### src/rtl/usb_tx_wire_arbiter.sv
// Shares the single USB wire write port between the SIE transmitter, the bit stuffer and line control.
// One owner at a time; the owner's line state, drive flag and write strobe are steered onto the port.
module usb_tx_wire_arbiter #(
    parameter bit FIXED_PRIORITY = 1'b0
) (
    input  logic       clk,
    input  logic       rst,
    input  logic       sieReq,
    input  logic       ptbReq,
    input  logic       lcReq,
    output logic       sieGnt,
    output logic       ptbGnt,
    output logic       lcGnt,
    input  logic [1:0] sieTxBits,
    input  logic [1:0] ptbTxBits,
    input  logic [1:0] lcTxBits,
    input  logic       sieTxCtrl,
    input  logic       ptbTxCtrl,
    input  logic       lcTxCtrl,
    input  logic       sieWEn,
    input  logic       ptbWEn,
    input  logic       lcWEn,
    output logic       sieRdy,
    output logic       ptbRdy,
    output logic       lcRdy,
    output logic [1:0] TxBits,
    output logic       TxCtrl,
    output logic       WireWEn,
    input  logic       WireRdy,
    output logic [1:0] dbgState
);

    // Handshake: a requester holds req high for as long as it needs the port; gnt rises one
    // cycle after req is sampled in IDLE and falls one cycle after the owner drops req. While
    // granted, a write happens on every cycle where the owner's WEn is high; the owner only
    // strobes WEn when its Rdy (WireRdy gated by its own gnt) is high.
    typedef enum logic [1:0] {
        IDLE = 2'd0,
        GNT  = 2'd1,
        REL  = 2'd2
    } state_t;

    localparam logic [1:0] SIE = 2'd0;
    localparam logic [1:0] PTB = 2'd1;
    localparam logic [1:0] LC  = 2'd2;

    state_t     state, stateNext;
    logic [1:0] owner, ownerNext;
    logic [1:0] lastOwner, lastOwnerNext;
    logic [2:0] gnt, gntNext;
    logic [2:0] req;
    logic [1:0] winner;
    logic       ownerReq;

    assign req = {lcReq, ptbReq, sieReq};

    // Winner is only meaningful when some req is high.
    always_comb begin
        winner = SIE;
        if (FIXED_PRIORITY) begin
            if (lcReq)       winner = LC;
            else if (sieReq) winner = SIE;
            else             winner = PTB;
        end else begin
            case (lastOwner)
                SIE:     winner = ptbReq ? PTB : (lcReq  ? LC  : SIE);
                PTB:     winner = lcReq  ? LC  : (sieReq ? SIE : PTB);
                default: winner = sieReq ? SIE : (ptbReq ? PTB : LC);
            endcase
        end
    end

    always_comb begin
        case (owner)
            SIE:     ownerReq = sieReq;
            PTB:     ownerReq = ptbReq;
            LC:      ownerReq = lcReq;
            default: ownerReq = 1'b0;
        endcase
    end

    always_comb begin
        stateNext     = state;
        ownerNext     = owner;
        lastOwnerNext = lastOwner;
        gntNext       = gnt;
        case (state)
            IDLE: begin
                if (|req) begin
                    gntNext       = 3'b001 << winner;
                    ownerNext     = winner;
                    lastOwnerNext = winner;
                    stateNext     = GNT;
                end
            end
            GNT: begin
                if (!ownerReq) begin
                    gntNext   = 3'b000;
                    stateNext = REL;
                end
            end
            REL: begin
                stateNext = IDLE;
            end
            default: begin
                gntNext   = 3'b000;
                stateNext = IDLE;
            end
        endcase
    end

    always_ff @(posedge clk) begin
        if (rst) begin
            state     <= IDLE;
            owner     <= SIE;
            lastOwner <= LC;
            gnt       <= 3'b000;
        end else begin
            state     <= stateNext;
            owner     <= ownerNext;
            lastOwner <= lastOwnerNext;
            gnt       <= gntNext;
        end
    end

    // Port mux: only the registered owner reaches the wire buffer, and only in GNT.
    always_comb begin
        TxBits  = 2'b00;
        TxCtrl  = 1'b0;
        WireWEn = 1'b0;
        if (state == GNT) begin
            case (owner)
                SIE: begin
                    TxBits  = sieTxBits;
                    TxCtrl  = sieTxCtrl;
                    WireWEn = sieWEn;
                end
                PTB: begin
                    TxBits  = ptbTxBits;
                    TxCtrl  = ptbTxCtrl;
                    WireWEn = ptbWEn;
                end
                LC: begin
                    TxBits  = lcTxBits;
                    TxCtrl  = lcTxCtrl;
                    WireWEn = lcWEn;
                end
                default: begin
                    TxBits  = 2'b00;
                    TxCtrl  = 1'b0;
                    WireWEn = 1'b0;
                end
            endcase
        end
    end

    assign sieGnt   = gnt[0];
    assign ptbGnt   = gnt[1];
    assign lcGnt    = gnt[2];
    assign sieRdy   = WireRdy & gnt[0];
    assign ptbRdy   = WireRdy & gnt[1];
    assign lcRdy    = WireRdy & gnt[2];
    assign dbgState = state;

endmodule

### config.mk
export PLATFORM = sky130hd
export DESIGN_NAME = usb_tx_wire_arbiter
export DESIGN_NICKNAME = d
export VERILOG_FILES = /design/src/rtl/usb_tx_wire_arbiter.sv
export SDC_FILE = /design/constraint.sdc
export NUM_CORES = 1
export LEC_CHECK = 0
export BUFFER_PORTS_ARGS = -buffer_cell sky130_fd_sc_hd__buf_4
export CELL_PAD_IN_SITES_DETAIL_PLACEMENT = 2
export CELL_PAD_IN_SITES_GLOBAL_PLACEMENT = 2
export CORE_MARGIN = 2
export CORE_UTILIZATION = 23
export DETAILED_ROUTE_END_ITERATION = 8
export PLACE_DENSITY_LB_ADDON = 0.1
export SYNTH_ARGS = -nofsm -noshare
export SYNTH_HDL_FRONTEND = slang
export SYNTH_SLANG_ARGS = --single-unit
### constraint.sdc
create_clock -name clk -period 1.6 [get_ports clk]
set_input_delay 0.24 -clock clk [delete_from_list [all_inputs] [get_ports clk]]
set_output_delay 0.24 -clock clk [all_outputs]
set_load 0.02 [all_outputs]
# --- Word level (Yosys, flattened, before mapping) ---
# Cells that the tools add are included.
word_totals:
  ff_bits: 9
  in_bits: 18
  output_inout_bits: 12
  wordCells: 43
op_classes:
  eq_ne: 7
  shift: 1
  n_mux: 20
  bitwise: 4
  reduce_logical: 7
op_table:
  columns: ["cell", "n"]
  rows:
  - ["two-way mux 2 bit", 8]
  - ["case mux 1 bit (3 select lines)", 3]
  - ["case mux 3 bit (3 select lines)", 1]
  - ["case mux 2 bit (2 select lines)", 2]
  - ["== test 2 x 1 -> 1 bit (second input constant)", 3]
  - ["logical NOT 2 bit", 3]
  - ["two-way mux 3 bit", 2]
  - ["case mux 2 bit (3 select lines)", 1]
  - ["== test 2 bit (second input constant)", 2]
  - ["!= test 2 bit (second input constant)", 2]
  - ["AND reduction 2 bit", 2]
  - ["AND 1 bit", 3]
  - ["two-way mux 1 bit", 3]
  - ["AND reduction 3 bit", 1]
  - ["OR reduction 3 bit", 1]
  - ["<< shifter 1 x 2 -> 3 bit (first input constant)", 1]
  - ["NOT 1 bit", 1]

# --- Longest topological paths before layout ---
depth:
  word_depth: 6
  mapped_depth: 5

# --- Worst setup path after synthesis ---
# OpenSTA, ideal clock, no wires.
synth_timing:
  kind: "register to register"
  start: "register state[0], in the netlist dbgState[0]"
  end: "register gnt[0]"
  arrival_ns: 1.492
  required_ns: 1.479
  slack_ns: -0.013
  stages_incl_launch_ff: 5
  path_buffers: 0
  synth_period_minus_slack_ns: 1.613
  path_cell_list: "dfxtp_1 nand2b_2 a21o_4 o32ai_4 mux2_4"
synth_via:
  elab_chain_len: 3
synth_lines:
  columns: ["element", "line", "source"]
  rows:
  - ["start: declaration", "47", "state_t state, stateNext;"]
  - ["start signal: assignment", "119", "state <= stateNext;"]
  - ["== test 2 x 1 -> 1 bit, or another cell as far along", "87", "case (state)"]
  - ["!= test 2 bit (no source line) / NOT 1 bit (equally long branches)", null, null]
  - ["AND reduction 3 bit (no source line)", null, null]
  - ["end signal: assignment", "122", "gnt <= gntNext;"]
  - ["end: declaration", "50", "logic [2:0] gnt, gntNext;"]
# Parallel ways exist; a longest one is shown, timed or not.
# A chain may end at the register's enable or synchronous reset.

# --- Worst setup path in the final report ---
layout_timing:
  start: "register owner[1]"
  end: "output port TxCtrl"
layout_via:
  elab_chain_len: 3
layout_lines:
  columns: ["element", "line", "source"]
  rows:
  - ["start: declaration", "48", "logic [1:0] owner, ownerNext;"]
  - ["start signal: assignment", "120", "owner <= ownerNext;"]
  - ["== test 2 bit, or another cell as far along", "132", "case (owner)"]
  - ["case mux 1 bit (3 select lines) (*)", "132", null]
  - ["two-way mux 1 bit (*)", "131", "if (state == GNT) begin"]
  - ["end: declaration", "27", "output logic TxCtrl,"]
# Every way passes the cells marked *; elsewhere a longest branch is shown, timed or not.

==> out/results.ini <==
[setup_path]
crit_path_end_kind = primary output
timing.rr.end = gnt[0]
startpoint = owner[1]
crit_fanout = 5
arrival_ns = 1.35
rrSetupSlack_ns = 0.05
crit_end = TxCtrl
required_ns = 1.36
r2r_start = dbgState[1]
crit_type = reg -> out
start_kind = register
r2r_cells = 4

[finish]
drive_gt1_frac = 0.5000
antennaDiodeCount = 0
nNetsFinal = 128
nFillCells = 302
fin_util = 0.3833
area_growth_pct = 58.99

[die]
die_y_um = 54.73
core_um2 = 2455
initial_core_util = 0.2411
die_w_um = 54.73
io_pins = 30
rows = 18
dieArea_um2 = 2995

[drt]
routed_wirelength_um = 2066
dr_total_vias = 651
drt_iter0_markers = 4
wl_met1_um = 924
vias_per_cell = 4.717
route.met2.wl_um = 1044
route.detailed.drc = 0
final_antenna_net_count = 0
met3_length_um = 87
highest_layer = met4
routedWlPerCell_um = 14.97
firstDrtPassIters = 4

[clock_tree]
clock-sinks = 8
cts_made_buffers = 3
clkTransAtPathRegs_ns = 0.07
cts_hold_buf = 0
clock_path_buffers = 2
htree_levels = 1
cts_tree = yes
clock_latency_ns = 0.27
cts-root-buf = clkbuf_4

[timing]
final-setup-viol-count = 0
slew_headroom = 0.7382
fin_crit_sh = 0.9910
skew_ns = 0.01351
maxSlewViolCount = 0
timing.final.hold_violations = 0
max_freq_mhz = 630.7
setup-tns-final_ns = 0
worstMarginPinSlew_ns = 0.3897
period_needed_ns = 1.586
rsz0062_at_grt = true

[flow_run]
cap_viol_max_count = 0

[synthesis]
synth-edff-count = 0
synth_top_area_share = 0.2706
ys_async_sr_fraction = 0
yosysUniqueCellTypes = 28
synth_cells = 69
ys_seq_area_frac = 0.2706
synthFlopType = dfxtp_1
synth.area.top_cells = dfxtp_1 (27%), mux2i_1 (10%), nor2_1 (8.2%), nor3_1 (5.1%), o32ai_4 (4.7%)
yosysMostFrequentCell = nor2_1
synth_top_area_cell = dfxtp_1
synthesis.area_um2 = 591.8
synth.yosys.warnings = 0
ys_ff_latch = 8
syn_avg_cell_area_um2 = 8.577
yosys-top-cells-count = nor2_1 (13), dfxtp_1 (8), mux2i_1 (6), nor3_1 (6)
synthesis.nets = 87

[power_and_ir_drop]
p_leak_nw = 0.4164
p_per_area_nw_per_um2 = 951.7
finalPower_uw = 895.5
vdd_drop_max_mv = 0.4805

[global_routing]
track_usage = 0.1578
grt_pass1_vias = 678
grt.overflow.total = 0
grt_max_degree = 9
antenna_found_initial = 0
grt_pass1_wl_um = 3236

[worst_hold_path]
holdCritStartpoint = rst
hp-class = in -> reg

[placed_design]
gp_congestion = 0.7119
port_buffers = 29
dp_hpwl_um = 1546

[outcome]
status = complete, no violations

kinds of logic (layout without fill, tap and decap cells):
kind of cell           Yosys count  count (layout)  synth area share
AOI/OAI and AO/OA               15              15            0.2347
muxes                            7               7            0.1268
buffers and inverters            3              42           0.03805
and+or+nand+nor                 36              36            0.3298
DFF                              8               8            0.2706
how the worst min path moves through the flow:
stage | depth (start not counted) | end | slack [ns]
detailed placement | 2 | gnt[1] | 0.49
global placement | 2 | gnt[1] | 0.48
global route | 3 | owner[1] | 0.31
floorplan | 1 | owner[1] | 0.31
CTS | 3 | owner[1] | 0.29
finish | 3 | owner[1] | 0.30
sequential cells by signal (all words and copies together) (netlist names):
register	cells
dbgState	2
gnt	3
lastOwner	1
owner	2
repair_timing:
action,CTS,global route
gates resized for setup,5,1
gates cloned,0,0
pin swaps,0,1
endpoints found under the hold margin,0,0
setup buffers,4,0
endpoints found under the setup margin,5,6
where the power goes:
group          switching [mW]  total [mW]  leakage (nW)  internal, mW
combinational           0.215       0.450         0.336         0.235
clock                  0.0838       0.170        0.0138        0.0866
sequential             0.0440       0.276        0.0668         0.232
placed cells by master, fill, tap and decap left out, types with 2 or more instances in the layout:
master | Yosys | routed
a21oi_1 | 4 | 4
and2_1 | 3 | 3
buf_4 | 1 | 37
clkbuf_4 | 0 | 3
dfxtp_1 | 8 | 6
mux2i_1 | 6 | 6
nand2b_1 | 4 | 4
nor2_1 | 13 | 13
nor2b_1 | 4 | 3
nor3_1 | 6 | 6
or3_2 | 2 | 2
worst max-delay path, stage by stage (launching register included):
cell,delay (ns)
dfxtp_4,0.37
buf_4,0.11
mux2i_1,0.19
nor2_1,0.06
a21oi_1,0.13
nor2_1,0.05
buf_4,0.15
stage by stage:
stage | area (um2) | hold slack [ns] | worst slack [ns] | cells
final | 940.9 | 0.2986 | 0.01440 | 138
after global routing | 940.9 | 0.3118 | -0.05559 | 138
after CTS | 937.1 | 0.2921 | 0.003240 | 138
after detailed placement | 867.1 | 0.4910 | 0.005638 | 131
after global placement | 867.1 | 0.4843 | 0.008716 | 131
after floorplan | 593.1 | 0.3128 | 0.02608 | 69
layer usage:
metal / track usage / vias to the layer above
met5: 0 / -
met4: 0.03750 / 0
met3: 0.05738 / 2
met2: 0.2679 / 11
met1: 0.1869 / 313
li1: - / 325
final cells by class:
class | count | area [um2] | share of cell area
repair buffers | 38 | 289.0 | 0.3072
multi-input cells | 58 | 422.9 | 0.4495
clock buffers | 3 | 22.52 | 0.02394
flip-flops and latches | 8 | 165.2 | 0.1755
inverters | 1 | 3.754 | 0.003989
well taps | 30 | 37.54 | 0.03989
Power figures use the tool's default switching activity.
